### src/rtl/fifo_wr_arbiter.sv
// Round-robin arbiter sharing one FIFO write port between NREQ producers.
// Optional per-requester grant counters are enabled with `define FIFO_ARB_STATS_EN.
module fifo_wr_arbiter #(
    parameter int DATA_W = 14,
    parameter int DEPTH  = 4,
    parameter int NREQ   = 4
) (
    input  logic                       clk,
    input  logic                       rst,
    input  logic [NREQ-1:0]            req,
    input  logic [NREQ*DATA_W-1:0]     req_data,
    input  logic [$clog2(DEPTH):0]     fifo_count,
    output logic [NREQ-1:0]            gnt,
    output logic                       fifo_wr_en,
    output logic [DATA_W-1:0]          fifo_data
`ifdef FIFO_ARB_STATS_EN
    ,
    output logic [NREQ*8-1:0]          grant_cnt
`endif
);

    localparam int CW = $clog2(DEPTH) + 1;
    localparam int SW = CW + 1;
    localparam int PW = (NREQ > 1) ? $clog2(NREQ) : 1;

    logic [NREQ-1:0]   r_gnt;
    logic              r_wr_en;
    logic [DATA_W-1:0] r_data;
    logic [PW-1:0]     r_rr_ptr;

    logic [SW-1:0]     w_sum;
    logic              w_space;
    logic              w_found;
    logic              w_grant;
    logic [PW-1:0]     w_winner;
    logic [PW-1:0]     w_next_ptr;
    logic [DATA_W-1:0] w_data;

    // The write in flight lands on this same edge, so count it as occupied.
    assign w_sum   = {1'b0, fifo_count} + SW'(r_wr_en);
    assign w_space = (w_sum < SW'(DEPTH));

    // First pass finds requesters at or above the pointer; second pass wraps to the lowest index.
    always_comb begin
        w_found  = 1'b0;
        w_winner = '0;
        w_data   = '0;
        for (int i = 0; i < NREQ; i++) begin
            if (!w_found && req[i] && (i >= int'(r_rr_ptr))) begin
                w_found  = 1'b1;
                w_winner = PW'(i);
                w_data   = req_data[i*DATA_W +: DATA_W];
            end
        end
        for (int i = 0; i < NREQ; i++) begin
            if (!w_found && req[i]) begin
                w_found  = 1'b1;
                w_winner = PW'(i);
                w_data   = req_data[i*DATA_W +: DATA_W];
            end
        end
    end

    assign w_grant    = w_space && w_found;
    assign w_next_ptr = (int'(w_winner) == NREQ - 1) ? '0 : w_winner + 1'b1;

    always_ff @(posedge clk or posedge rst) begin
        if (rst) begin
            r_gnt    <= '0;
            r_wr_en  <= 1'b0;
            r_data   <= '0;
            r_rr_ptr <= '0;
        end else if (w_grant) begin
            r_gnt    <= NREQ'(1) << w_winner;
            r_wr_en  <= 1'b1;
            r_data   <= w_data;
            r_rr_ptr <= w_next_ptr;
        end else begin
            r_gnt    <= '0;
            r_wr_en  <= 1'b0;
        end
    end

    assign gnt        = r_gnt;
    assign fifo_wr_en = r_wr_en;
    assign fifo_data  = r_data;

`ifdef FIFO_ARB_STATS_EN
    logic [NREQ*8-1:0] r_grant_cnt;

    always_ff @(posedge clk or posedge rst) begin
        if (rst) begin
            r_grant_cnt <= '0;
        end else if (w_grant) begin
            for (int i = 0; i < NREQ; i++) begin
                if ((int'(w_winner) == i) && (r_grant_cnt[i*8 +: 8] != 8'hFF)) begin
                    r_grant_cnt[i*8 +: 8] <= r_grant_cnt[i*8 +: 8] + 8'd1;
                end
            end
        end
    end

    assign grant_cnt = r_grant_cnt;
`endif

endmodule
### config.mk
export PLATFORM = sky130hd
export DESIGN_NAME = fifo_wr_arbiter
export DESIGN_NICKNAME = d
export VERILOG_FILES = /design/src/rtl/fifo_wr_arbiter.sv
export SDC_FILE = /design/constraint.sdc
export NUM_CORES = 1
export LEC_CHECK = 0
export ABC_CLOCK_PERIOD_IN_PS = 4200
export CORE_MARGIN = 10
export CORE_UTILIZATION = 45
export CTS_CLUSTER_DIAMETER = 60
export DETAILED_ROUTE_END_ITERATION = 12
export PLACE_DENSITY = 0.87
export RECOVER_POWER = 50
export SYNTH_ARGS = -nofsm -noshare
export SYNTH_HDL_FRONTEND = slang
export SYNTH_SLANG_ARGS = --single-unit
### constraint.sdc
create_clock -name clk -period 4.2 [get_ports clk]
set_input_delay 0.84 -clock clk [delete_from_list [all_inputs] [get_ports clk]]
set_output_delay 0.84 -clock clk [all_outputs]
set_load 0.03 [all_outputs]
==> results.md <==
- Ys Warns: 0
- Wire length per cell: 19.0 um
- Clk_lat worst skew: 270 ps
- Die ar.: 6860 um2
- Clock transition at path regs: 90 ps
- RD Place Congestion: 0.882
- Max Cap Viol: 0
- Req. time, crit path: 4350 ps
- Netlist cell types: 41
- Mean post-synth cell area: 7.69 um2
- Yosys top cell by area: dfrtp_1
- Total number of vias: 2,196
- Worst Path Arrival: 3200 ps
- CP startpoint kind: primary input
- Final core occ: 0.710
- CTS sink count: 21
- Post-CTS Resized: 0
- Slew Viols, Final: 0
- Unrepaired setup endpoints after global routing: no
- Rows: 22
- DR iter-0 viols: 223
- HPWL Detailed: 5070 um
- Synth cell count leaders: a21oi_1, nand2_1, dfrtp_1
- Hold Vio Cnt, Final: 0
- Post-Layout Cell Count: 353
- Layout fillers: 311
- Post-Place Setup Slack: 933 ps
- Gr ovfl total: 0
- DRT antenna net count: 0
- Synth top area cells: dfrtp_1, a21oi_1, nand2_1
- Yosys reg bits: 21
- Core ar.: 3740 um2
- Mapped cell area: 1780 um2
- Total wire length: 6720 um
- Detailed Routing Iterations Pass 1: 5
- Static leakage: 1.12 nW
- Post-CTS Hold Buffers: 0
- Fin crit period: 3050 ps
- CTS Root Cell: clkbuf_8
- First-pass GRT wire length: 11,200 um
- DRC: 0
- Status: finished, final reports clean
- Number of vias per cell: 6.22
- Die height: 82.8 um
- Seq/Total Area, Yosys: 0.296
- Synth Instances: 231
- Setup crit end kind: register
- Synth Flop Type: dfrtp_1
- Tcrit/Tclk final: 0.726
- Number of global-route vias before repair: 2,244
- Starting density of the core: 0.474
- Crit Path Max Fanout: 15
- Num ports: 84
- Clock Skew: 8.39 ps
- CP Class: in -> reg
- Die outline width: 82.8 um
- Cell Pwr Density: 433 nW/um2
- Antenna violations before repair: 0
- Max_slew headroom: 0.437
- # port buffers: 83
- Final worst slack: 1150 ps
- Slew @ Worst Pin: 844 ps
- Inserted Clock Buffers: 3
- CTS tree: yes
- Syn_nets: 300
- Largest net degree at the start of global routing: 27
- Setup_tns: 0 ps
- Share of cells above drive strength 1: 0.0492
- Max rail drop VDD: 0.245 mV
- Post-synth top area share: 0.296
- Nets@finish: 375
- Type of the tightest min-delay check: reg -> reg
- Post-synth EDFFs: 0
- # placed instances: 349
- Postcts setup bufs: 0
- # diodes: 0
- H-tree Lvls: 1
- # setup viols final: 0
- GR Util All Layers: 0.187
- Worst-case clock buffer depth: 2
- Area Overhead vs Synth: 49.7%
- Fmax: 328 MHz
- Async SR Flop Fraction: 1.00
==> critical path: stages <==
cell and delay (ps):
clkdlybuf4s50_1 650, nand2b_1 420, a21oi_2 500, nor2_2 200
a2111oi_0 450, o21ai_1 130
==> per-stage QoR <==
| step | power [mW] | instance area [um2] | hold WS [ps] |
|---|---|---|---|
| after CTS | 1.15 | 2660 | 507 |
| after detailed placement | 1.02 | 2610 | 488 |
| after global routing | 1.23 | 2660 | 544 |
| after floorplan | 0.753 | 1780 | 677 |
| after global placement | 1.01 | 2610 | 479 |
| final | 1.15 | 2660 | 500 |
==> worst paths after layout <==
| check | end | slack (ps) | startpoint | cells past startpoint |
|---|---|---|---|---|
| worst max register to register | fifo_data[9] | 1790 | r_rr_ptr[0] | 5 |
| worst min-delay path | fifo_data[1] | 500 | fifo_data[1] | 2 |
| worst max-delay path | fifo_data[9] | 1150 | req[0] | 6 |
| worst min register to register | fifo_data[1] | 500 | fifo_data[1] | 2 |
| min in group asynchronous | fifo_data[6] | 1170 | rst | 2 |
| max in group asynchronous | gnt[2] | 2500 | rst | 2 |
==> per-layer routing <==
metal,GRT usage,part of all wire
met1,0.237,0.41
met2,0.313,0.49
met3,0.0313,0.077
met4,0.0585,0.023
met5,0,0
==> report_power, final <==
group	leakage [nW]	internal [mW]	switching (mW)
clock network	0.0228	0.0677	0.0716
logic	0.836	0.286	0.381
registers	0.258	0.270	0.0753
==> cell families (layout without fill, tap and decap cells) <==
kind of cell             count (synthesis)  after routing  synth area share
AND/OR/NAND/NOR                         81             81             0.230
flip-flops                              21             21             0.296
AO/OA/AOI/OAI                           99             99             0.381
buffers and inverters                   26            100            0.0641
adder cells (fa/ha/maj)                  4              4            0.0282
==> layout by cell type, fill, tap and decap left out, types with 4 or more instances in the layout <==
cell type | synthesis | final
clkdlybuf4s50_1 | 0 | 73
ha_1 | 4 | 4
and3b_1 | 4 | 4
nand2_1 | 24 | 24
a21o_1 | 8 | 8
nor3_1 | 4 | 4
dlygate4sd3_1 | 0 | 10
o221ai_1 | 7 | 7
o22ai_1 | 9 | 9
inv_1 | 8 | 8
a2111oi_0 | 4 | 4
and3_1 | 7 | 7
a221oi_1 | 4 | 4
o21ai_1 | 12 | 12
and2_1 | 4 | 4
a21oi_1 | 24 | 24
nor2_1 | 13 | 13
o21ai_0 | 7 | 7
a31oi_1 | 6 | 6
nand3_1 | 13 | 13
dfrtp_1 | 21 | 21
==> state kept, by name, indices dropped and copies added (netlist names) <==
name	cells
r_rr_ptr	2
fifo_data	14
gnt	4
fifo_wr_en	1
==> cell type report <==
cell class / count / area [um2] / area share
Timing Repair Buffer: 86 / 853 / 0.321
Inverter: 10 / 37.5 / 0.0141
Clock buffer: 4 / 45.0 / 0.0169
Sequential cell: 21 / 526 / 0.198
Tap cell: 48 / 60.1 / 0.0226
Multi-Input combinational cell: 184 / 1140 / 0.427
Note: power is estimated with default switching activity, not from simulation.
